===== config.mk =====
export PLATFORM = sky130hd
export DESIGN_NAME = memory_stage
export DESIGN_NICKNAME = d
export VERILOG_FILES = /design/src/rtl/pipeline_pkg.sv /design/src/rtl/memory_stage_mem_lane_align.sv /design/src/rtl/memory_stage.sv
export SDC_FILE = /design/constraint.sdc
export NUM_CORES = 1
export LEC_CHECK = 0
export ABC_AREA = 1
export CAP_MARGIN = 20
export CORE_MARGIN = 4
export CORE_UTILIZATION = 43
export DETAILED_ROUTE_END_ITERATION = 8
export PLACE_DENSITY = 0.87
export SLEW_MARGIN = 30
export SYNTH_ARGS = -nofsm -noshare
export SYNTH_HDL_FRONTEND = slang
export SYNTH_SLANG_ARGS = --single-unit

===== constraint.sdc =====
create_clock -name clk -period 7.6 [get_ports clk]
set_input_delay 1.52 -clock clk [delete_from_list [all_inputs] [get_ports clk]]
set_output_delay 1.52 -clock clk [all_outputs]
set_load 0.01 [all_outputs]

===== src/rtl/pipeline_pkg.sv =====
// pipeline_pkg: shared types and constants for the pipeline stages.
//   - ADDR_WIDTH / DATA_WIDTH / REGISTER_INDEXING_WIDTH: fixed datapath widths
//   - op_flags_t: one-hot-ish opcode class bundle carried down the pipe
//   - funct3 load/store size encodings
//   - mem_state_t: memory stage controller states
//   - is_misaligned(): natural-alignment test for a load/store access
package pipeline_pkg;

  localparam int ADDR_WIDTH              = 32;
  localparam int DATA_WIDTH              = 32;
  localparam int REGISTER_INDEXING_WIDTH = $clog2(32);

  typedef struct packed {
    logic register_arith;
    logic immediate_arith;
    logic load;
    logic store;
    logic branch;
    logic immediate_jump;
    logic register_jump;
    logic load_upper;
    logic load_upper_pc;
    logic environment;
    logic opcode_legal;
  } op_flags_t;

  localparam logic [2:0] LB  = 3'b000;
  localparam logic [2:0] LH  = 3'b001;
  localparam logic [2:0] LW  = 3'b010;
  localparam logic [2:0] LBU = 3'b100;
  localparam logic [2:0] LHU = 3'b101;
  localparam logic [2:0] SB  = 3'b000;
  localparam logic [2:0] SH  = 3'b001;
  localparam logic [2:0] SW  = 3'b010;

  typedef enum logic [1:0] {
    EMPTY = 2'd0,
    REQ   = 2'd1,
    RESP  = 2'd2,
    READY = 2'd3
  } mem_state_t;

  // Halfwords must sit on even addresses, words on multiples of four.
  function automatic logic is_misaligned(input logic [2:0] funct3,
                                         input logic [1:0] addr_lo);
    logic bad;
    case (funct3[1:0])
      2'b01:   bad = addr_lo[0];
      2'b10:   bad = (addr_lo != 2'b00);
      default: bad = 1'b0;
    endcase
    return bad;
  endfunction

endpackage


===== src/rtl/memory_stage_mem_lane_align.sv =====
// mem_lane_align: combinational byte-lane steering for the memory stage.
//   Inputs : funct3 (size/sign), addr_lo (byte offset), store_data, rdata
//   Outputs: wstrb (byte enables), wdata (store data replicated per size),
//            load_data (load value shifted down and sign/zero extended)
// The byte offset is reduced to the access's natural alignment, so a
// halfword only looks at addr_lo[1] and a word always uses lane 0.
module mem_lane_align
  import pipeline_pkg::*;
(
  input  logic [2:0]            funct3,
  input  logic [1:0]            addr_lo,
  input  logic [DATA_WIDTH-1:0] store_data,
  input  logic [DATA_WIDTH-1:0] rdata,
  output logic [3:0]            wstrb,
  output logic [DATA_WIDTH-1:0] wdata,
  output logic [DATA_WIDTH-1:0] load_data
);

  logic [1:0]            offset;
  logic [DATA_WIDTH-1:0] shifted;

  function automatic logic [DATA_WIDTH-1:0] extend_byte(input logic [7:0] b,
                                                         input logic       sgn);
    logic signed [7:0]            b_s;
    logic signed [DATA_WIDTH-1:0] ext_s;
    b_s   = b;
    ext_s = b_s;
    return sgn ? ext_s : {{(DATA_WIDTH-8){1'b0}}, b};
  endfunction

  function automatic logic [DATA_WIDTH-1:0] extend_half(input logic [15:0] h,
                                                         input logic        sgn);
    logic signed [15:0]           h_s;
    logic signed [DATA_WIDTH-1:0] ext_s;
    h_s   = h;
    ext_s = h_s;
    return sgn ? ext_s : {{(DATA_WIDTH-16){1'b0}}, h};
  endfunction

  always_comb begin
    offset = 2'b00;
    case (funct3[1:0])
      2'b00:   offset = addr_lo;
      2'b01:   offset = {addr_lo[1], 1'b0};
      default: offset = 2'b00;
    endcase
  end

  assign shifted = rdata >> {offset, 3'b000};

  always_comb begin
    wstrb = 4'b1111;
    wdata = store_data;
    case (funct3[1:0])
      2'b00: begin
        wstrb = 4'b0001 << offset;
        wdata = {4{store_data[7:0]}};
      end
      2'b01: begin
        wstrb = 4'b0011 << offset;
        wdata = {2{store_data[15:0]}};
      end
      default: begin
        wstrb = 4'b1111;
        wdata = store_data;
      end
    endcase
  end

  always_comb begin
    load_data = shifted;
    case (funct3)
      LB:      load_data = extend_byte(shifted[7:0], 1'b1);
      LH:      load_data = extend_half(shifted[15:0], 1'b1);
      LBU:     load_data = extend_byte(shifted[7:0], 1'b0);
      LHU:     load_data = extend_half(shifted[15:0], 1'b0);
      default: load_data = shifted;
    endcase
  end

endmodule


===== src/rtl/memory_stage.sv =====
// memory_stage: pipeline stage between execute and writeback.
//   Upstream   : prev_done / stall_prev handshake, instruction bundle *_in
//   Downstream : done_next / next_stall handshake, instruction bundle *_out
//   Memory bus : mem_req/mem_we/mem_addr/mem_wstrb/mem_wdata out,
//                mem_gnt/mem_rvalid/mem_rdata in
// Non-memory instructions are held for one cycle and passed on. Loads and
// stores issue one bus access (request held until grant, then wait for the
// response); loads replace the result with the aligned, extended data.
// Optional build macro MEMORY_STAGE_MISALIGN_TRAP_EN adds misaligned_out and
// turns misaligned halfword/word accesses into a fault with no bus access.
module memory_stage
  import pipeline_pkg::*;
(
  input  logic                               clk,
  input  logic                               rst,
  output logic                               stall_prev,
  input  logic                               prev_done,
  input  logic                               next_stall,
  output logic                               done_next,
  input  logic [ADDR_WIDTH-1:0]              program_count_in,
  input  logic                               program_count_valid_in,
  input  op_flags_t                          op_flags_in,
  input  logic [2:0]                         funct3_in,
  input  logic [REGISTER_INDEXING_WIDTH-1:0] write_register_in,
  input  logic                               write_register_valid_in,
  input  logic [DATA_WIDTH-1:0]              result_data_in,
  input  logic                               result_data_valid_in,
  input  logic [DATA_WIDTH-1:0]              store_data_in,
  output logic [ADDR_WIDTH-1:0]              program_count_out,
  output logic                               program_count_valid_out,
  output op_flags_t                          op_flags_out,
  output logic [REGISTER_INDEXING_WIDTH-1:0] write_register_out,
  output logic                               write_register_valid_out,
  output logic [DATA_WIDTH-1:0]              result_data_out,
  output logic                               result_data_valid_out,
  output logic                               mem_req,
  output logic                               mem_we,
  output logic [ADDR_WIDTH-1:0]              mem_addr,
  output logic [3:0]                         mem_wstrb,
  output logic [DATA_WIDTH-1:0]              mem_wdata,
  input  logic                               mem_gnt,
  input  logic                               mem_rvalid,
  input  logic [DATA_WIDTH-1:0]              mem_rdata
`ifdef MEMORY_STAGE_MISALIGN_TRAP_EN
  ,
  output logic                               misaligned_out
`endif
);

  mem_state_t state, state_next;

  logic transfer_prev;
  logic transfer_next;
  logic is_mem_in;
  logic go_bus;
  logic bus_active;

  logic [ADDR_WIDTH-1:0]              pc_p1;
  logic                               pc_vld_p1;
  op_flags_t                          flags_p1;
  logic [2:0]                         funct3_p1;
  logic [REGISTER_INDEXING_WIDTH-1:0] wr_p1;
  logic                               wr_vld_p1;
  logic [DATA_WIDTH-1:0]              result_p1;
  logic                               result_vld_p1;
  logic [DATA_WIDTH-1:0]              store_p1;

  logic [3:0]            lane_wstrb;
  logic [DATA_WIDTH-1:0] lane_wdata;
  logic [DATA_WIDTH-1:0] load_data;

  // Handshake: the stage can take a new instruction only when empty or when
  // the held one leaves in the same cycle.
  assign done_next     = !rst && (state == READY);
  assign transfer_next = done_next && !next_stall;
  assign stall_prev    = rst || ((state != EMPTY) && !transfer_next);
  assign transfer_prev = prev_done && !stall_prev;

  assign is_mem_in = op_flags_in.load || op_flags_in.store;

`ifdef MEMORY_STAGE_MISALIGN_TRAP_EN
  logic misalign_in;
  logic misaligned_p1;

  assign misalign_in = is_mem_in && is_misaligned(funct3_in, result_data_in[1:0]);
  assign go_bus      = is_mem_in && !misalign_in;
`else
  assign go_bus      = is_mem_in;
`endif

  // Controller state register
  always_ff @(posedge clk) begin
    if (rst) begin
      state <= EMPTY;
    end else begin
      state <= state_next;
    end
  end

  always_comb begin
    state_next = state;
    case (state)
      EMPTY: state_next = EMPTY;
      REQ:   if (mem_gnt) state_next = RESP;
      RESP:  if (mem_rvalid) state_next = READY;
      READY: if (transfer_next) state_next = EMPTY;
      default: state_next = EMPTY;
    endcase
    // transfer_prev can only be high in EMPTY or a draining READY.
    if (transfer_prev) begin
      state_next = go_bus ? REQ : READY;
    end
  end

`ifdef MEMORY_STAGE_MISALIGN_TRAP_EN
  always_ff @(posedge clk) begin
    if (rst) begin
      misaligned_p1 <= 1'b0;
    end else if (transfer_prev) begin
      misaligned_p1 <= misalign_in;
    end
  end

  assign misaligned_out = misaligned_p1 && done_next;
`endif

  // Stage p1: instruction bundle held while the access is in flight
  always_ff @(posedge clk) begin
    if (transfer_prev) begin
      pc_p1         <= program_count_in;
      pc_vld_p1     <= program_count_valid_in;
      flags_p1      <= op_flags_in;
      funct3_p1     <= funct3_in;
      wr_p1         <= write_register_in;
`ifdef MEMORY_STAGE_MISALIGN_TRAP_EN
      wr_vld_p1     <= write_register_valid_in && !misalign_in;
`else
      wr_vld_p1     <= write_register_valid_in;
`endif
      result_p1     <= result_data_in;
      result_vld_p1 <= result_data_valid_in;
      store_p1      <= store_data_in;
    end else if ((state == RESP) && mem_rvalid && flags_p1.load) begin
      result_p1     <= load_data;
    end
  end

  mem_lane_align u_align (
    .funct3     (funct3_p1),
    .addr_lo    (result_p1[1:0]),
    .store_data (store_p1),
    .rdata      (mem_rdata),
    .wstrb      (lane_wstrb),
    .wdata      (lane_wdata),
    .load_data  (load_data)
  );

  // Bus drive: all request fields come from held registers, so they stay
  // stable for as long as the request waits for its grant.
  assign bus_active = !rst && (state == REQ);
  assign mem_req    = bus_active;
  assign mem_we     = bus_active && flags_p1.store;
  assign mem_addr   = {result_p1[ADDR_WIDTH-1:2], 2'b00};
  assign mem_wstrb  = (bus_active && flags_p1.store) ? lane_wstrb : 4'b0000;
  assign mem_wdata  = lane_wdata;

  assign program_count_out        = pc_p1;
  assign program_count_valid_out  = pc_vld_p1;
  assign op_flags_out             = flags_p1;
  assign write_register_out       = wr_p1;
  assign write_register_valid_out = wr_vld_p1;
  assign result_data_out          = result_p1;
  assign result_data_valid_out    = result_vld_p1;

endmodule

# ---- Word level (Yosys, flattened, before mapping)
# Index checks and enable logic that the tools add are counted.
dict set report totals {
  regBits 120
  out_inout_bits 155
  wordCells 66
}
dict set report classes {
  mux 13
  eq_ne 10
  n_reduce_logical 20
  n_shift 3
}
# cell count
set ops {}
lappend ops {{$pmux 32 s4} 1}
lappend ops {{$mux 32} 2}
lappend ops {{$pmux 32 s2} 1}
lappend ops {{$shr 32x5->32} 1}
lappend ops {{$mux 2} 5}
lappend ops {{$ne 3x3->1 const B} 3}
lappend ops {{$logic_and 1x1->1} 8}
lappend ops {{$pmux 2 s4} 1}
lappend ops {{$pmux 4 s2} 1}
lappend ops {{$eq 3x3->1 const B} 2}
lappend ops {{$eq 2x1->1 const B} 2}
lappend ops {{$eq 2x2->1 const B} 2}
lappend ops {{$logic_not 1->1} 4}
lappend ops {{$logic_not 2->1} 2}
lappend ops {{$mux 4} 1}
lappend ops {{$pmux 2 s2} 1}
lappend ops {{$reduce_bool 2->1} 2}
lappend ops {{$shl 1x2->4 const A} 1}
lappend ops {{$shl 2x2->4 const A} 1}
lappend ops {{$eq 3x1->1 const B} 1}
lappend ops {{$logic_not 3->1} 1}
lappend ops {{$reduce_and 3->1} 1}
lappend ops {{$logic_or 1x1->1} 2}

# ---- Longest topological paths before layout
dict set report logic_depth {
  word_depth 10
  mapped_depth 11
}

# ---- Cells and area by module
# From an unflattened synthesis, not the netlist that was laid out.
dict set report hier_totals {
  hier_cells 544
  area_unflattened_um2 5823.1
}
# mod seq_area_each_um2 area_each_um2 n_inst cells_each
set by_module_without_submodules {}
lappend by_module_without_submodules {memory_stage 3583.4 4490.6 1 307}
lappend by_module_without_submodules {mem_lane_align 0.0 1332.5 1 237}

# ---- Worst setup path after synthesis
# OpenSTA, ideal clock, no wires.
dict set report synth_timing {
  path_kind {input -> output}
  from {in rst}
  to {out mem_wstrb[3]}
  path_buffers 0
  t_arrival_ps 2288
  cell_stages 5
  path_slack_ps 3792
  cell_sequence {nor2_1 nand2_1 inv_1 o21ai_0 a21oi_1}
}
dict set report synth_via {
  elab_chain_cells 4
}
# element line_no
set synth_lines {}
lappend synth_lines {{start: declaration} memory_stage.sv:15} ;# input logic rst,
lappend synth_lines {{$logic_not 1->1} memory_stage.sv:160} ;# assign bus_active = !rst && (state == REQ);
lappend synth_lines {{$logic_and 1x1->1} memory_stage.sv:160}
lappend synth_lines {{$logic_and 1x1->1} -}
lappend synth_lines {{named net mem_we} memory_stage.sv:37} ;# output logic mem_we,
lappend synth_lines {{$mux 4} memory_stage.sv:164} ;# assign mem_wstrb = (bus_active && flags_p1.store) ? lane_wstrb : 4'b0000;
lappend synth_lines {{end: declaration} memory_stage.sv:39} ;# output logic [3:0] mem_wstrb,
# The timed path passes the listed nets, and every way through them passes these cells.

# ---- Worst setup path after layout
dict set report layout_timing {
  from {in rst}
  to {out mem_wstrb[3]}
}
dict set report layout_via {
  elab_chain_cells 4
}
# element line_no
set layout_lines {}
lappend layout_lines {{$logic_not 1->1} memory_stage.sv:160}
lappend layout_lines {{$logic_and 1x1->1} memory_stage.sv:160}
lappend layout_lines {{$logic_and 1x1->1} memory_stage.sv:164}
lappend layout_lines {{$mux 4} memory_stage.sv:164}
# No other way between the ends.

==> run summary <==
Outcome = complete, no violations
Maximum VDD drop = 0.1839 mV
Worst slew pin tran = 857.5 ps
Fill cell total of the finished layout = 935
Crit path max fanout = 4
CP arrival = 3380 ps
CTS Buffer Depth = 2
WL final = 19070 um
Register Area = 3583 sq um
Final Power = 2.577 mW
Most common cell on crit path = clkdlybuf4s50_1
Global-route wire length before repair = 27120 um
YS warnings = 0
Die Area = 15360 sq um
Max_cap viols = 0
Clock power share = 0.324
Worst setup EP type = output port
# IOs = 311
Static Leak = 3.768 nW
Final Hold Fails = 0
M1 GR Usage = 0.2484
Initial antenna violation count = 0
Max-slew headroom = 0.4283
Post-synthesis cell type count = 33
Global route overflow = 0
Synth Flop Type = edfxtp_1
Combinational fraction of design power = 0.310
CP max stage delay = 580 ps
Area added between synthesis and finish = 60.48%
Critical path class = input pin to output port
Yosys reg bits = 120
Final Util = 0.7030
Chip height = 123.9 um
Clock sinks = 120
Average wire per standard cell = 18.75 um
CTS tree = yes
Post-CTS sizing = 0
Layout Nets = 988
GR peak layer = met2
Clk Latency, worst-skew pair = 410 ps
Worst Hold Class = flop to flop
Post-DP HPWL = 14350 um
TritonCTS Buffers = 17
Fmax = 204.2 MHz
Final setup margin = 2703 ps
WHS = 570.5 ps
Internal = 1.837 mW
Antenna viol nets, final = 0
First DRT Iteration DRCs = 425
Post-route cell area = 9273 sq um
Switch share = 0.2873
Startpoint Class = input pin
GRT Total Usage = 0.2440
Minimum clock period = 4897 ps
Dpl ws = 2713 ps
Layout Cells excl Fill = 1017
Die width = 123.9 um
Max Transition Viols Final = 0
Root buffer cell = clkbuf_16
Sw Pwr = 0.7403 mW
Post-CTS setup buffer count = 0
Drt drc = 0
Asr flop ratio synth = 0
Mapped Avg Cell Area = 10.28 sq um
Setup TNS = 0 ps
Crit share post-route = 0.6444
Floorplan row count = 42
Setup violators final = 0
Placed Cells = 985
Area of the multi-input gates = 1526 sq um
Hold-fix buffers at CTS = 0
Share of post-route cells with drive strength above 1 = 0.07253
Via Count = 5021
Reg power frac = 0.366
Met3 Track Usage GR = 0.1076
Largest net degree at the start of global routing = 71
Avg Vias per Cell = 4.937
Req. time, crit path = 6080 ps
Mapped cell area = 5778 sq um
Crit-path cells = clkdlybuf4s50_1, nor2_1, nand2_1, inv_1, o21ai_0, a21oi_1, clkdlybuf4s50_1
Core area = 13190 sq um
Seq/Total Area, Yosys = 0.6202
IO buf count = 308
Pre-antenna DRT Iters = 5
Worst path slowest cell = clkdlybuf4s50_1
Placer Congestion = 0.8697
Via count of the first global-routing pass = 4979
Placed cell area = 8661 sq um
Layout Skew = 6.880 ps
Initial Util = 0.4381
# H-tree levels = 4
CTS clk-pin slew, worst paths = 60 ps
Number of synthesized flops with an enable pin = 118
Post-Synthesis Cells = 562
Antenna Cells = 0
RSZ-0062 raised after global routing = false
Met2 usage = 0.4255
R2R Setup Slk = 4840 ps
PwrDens = 277.9 nW/um^2
cell usage in the layout, fill, tap and decap left out, drive strengths merged, types with 5 or more instances in the layout:
cell type      instances
clkbuf                20
a21oi                  9
o211ai                 5
edfxtp               118
a22oi                  8
nor2                  22
or2                   17
clkinvlp               5
nand3                 72
clkdlybuf4s50        308
inv                   57
a31oi                  5
nand2                163
o21ai                  6
power groups by stage:
stage	Clock, mW	Sequential, mW	Combinational (mW)
after floorplan	0	0.981	0.373
after global placement	0	0.949	0.789
after detailed placement	0	0.956	0.801
after CTS	0.848	0.945	0.806
after global routing	0.887	0.954	0.870
final	0.834	0.943	0.799
cells by family after synthesis:
| kind of cell | count (synthesis) | share of synthesized area |
|---|---|---|
| AOI/OAI and AO/OA | 35 | 0.03768 |
| and+or+nand+nor | 279 | 0.2165 |
| buffers and inverters | 123 | 0.1163 |
| DFF | 120 | 0.6202 |
| adders and majority gates | 4 | 0.008662 |
| other | 1 | 0.0006490 |
routing by layer:
metal | vias up | wire [um]
met3 | 55 | 2319
met2 | 315 | 9778
met5 | - | 0
li1 | 2369 | -
met4 | 0 | 790
met1 | 2282 | 6183
worst max-delay path: cells and delay by family:
family,cells,cell delay (ps)
buffers and inverters,3,1180
and+or+nand+nor,2,350
AOI/OAI and AO/OA,2,320
worst paths after layout:
| path | depth (start not counted) | end | from |
|---|---|---|---|
| min reg2reg | 2 | state[0]$_SDFFE_PP0P_ | state[0]$_SDFFE_PP0P_ |
| max | 7 | mem_wstrb[3] | rst |
| max reg2reg | 9 | result_data_out[18]$_DFFE_PP_ | funct3_p1[1]$_DFFE_PP_ |
| min | 2 | state[0]$_SDFFE_PP0P_ | state[0]$_SDFFE_PP0P_ |
flip-flops by register name, summed over array words and instances, names as in the netlist:
signal	flops
program_count_out	32
result_data_out	32
store_p1	32
op_flags_out	11
write_register_out	5
funct3_p1	3
state	2
program_count_valid_out	1
result_data_valid_out	1
write_register_valid_out	1
cell type report:
type,instances,area share
Clock buffer,20,0.04709
Sequential cell,120,0.3865
Multi-Input combinational cell,320,0.1646
Tap cell,176,0.02375
Timing Repair Buffer,312,0.3357
Inverter,57,0.02348
Clock inverter,12,0.01889
cells in the mapped netlist, types with 3 or more instances:
library cell,count,area (sq um)
nand3_2,3,30.03
or2_2,14,87.58
nand3_1,69,345.3
nor2_1,21,78.83
nand3b_1,3,22.52
a21oi_1,9,45.04
ha_1,4,50.05
buf_6,4,45.04
buf_2,11,55.05
o211ai_1,5,37.54
inv_1,52,195.2
buf_4,44,330.3
a31oi_1,5,31.28
a22oi_1,8,60.06
inv_2,4,15.01
nand2_1,159,596.8
o21ai_0,4,20.02
clkbuf_1,6,22.52
edfxtp_1,118,3543
No activity file was read; power rests on OpenSTA's default activity.
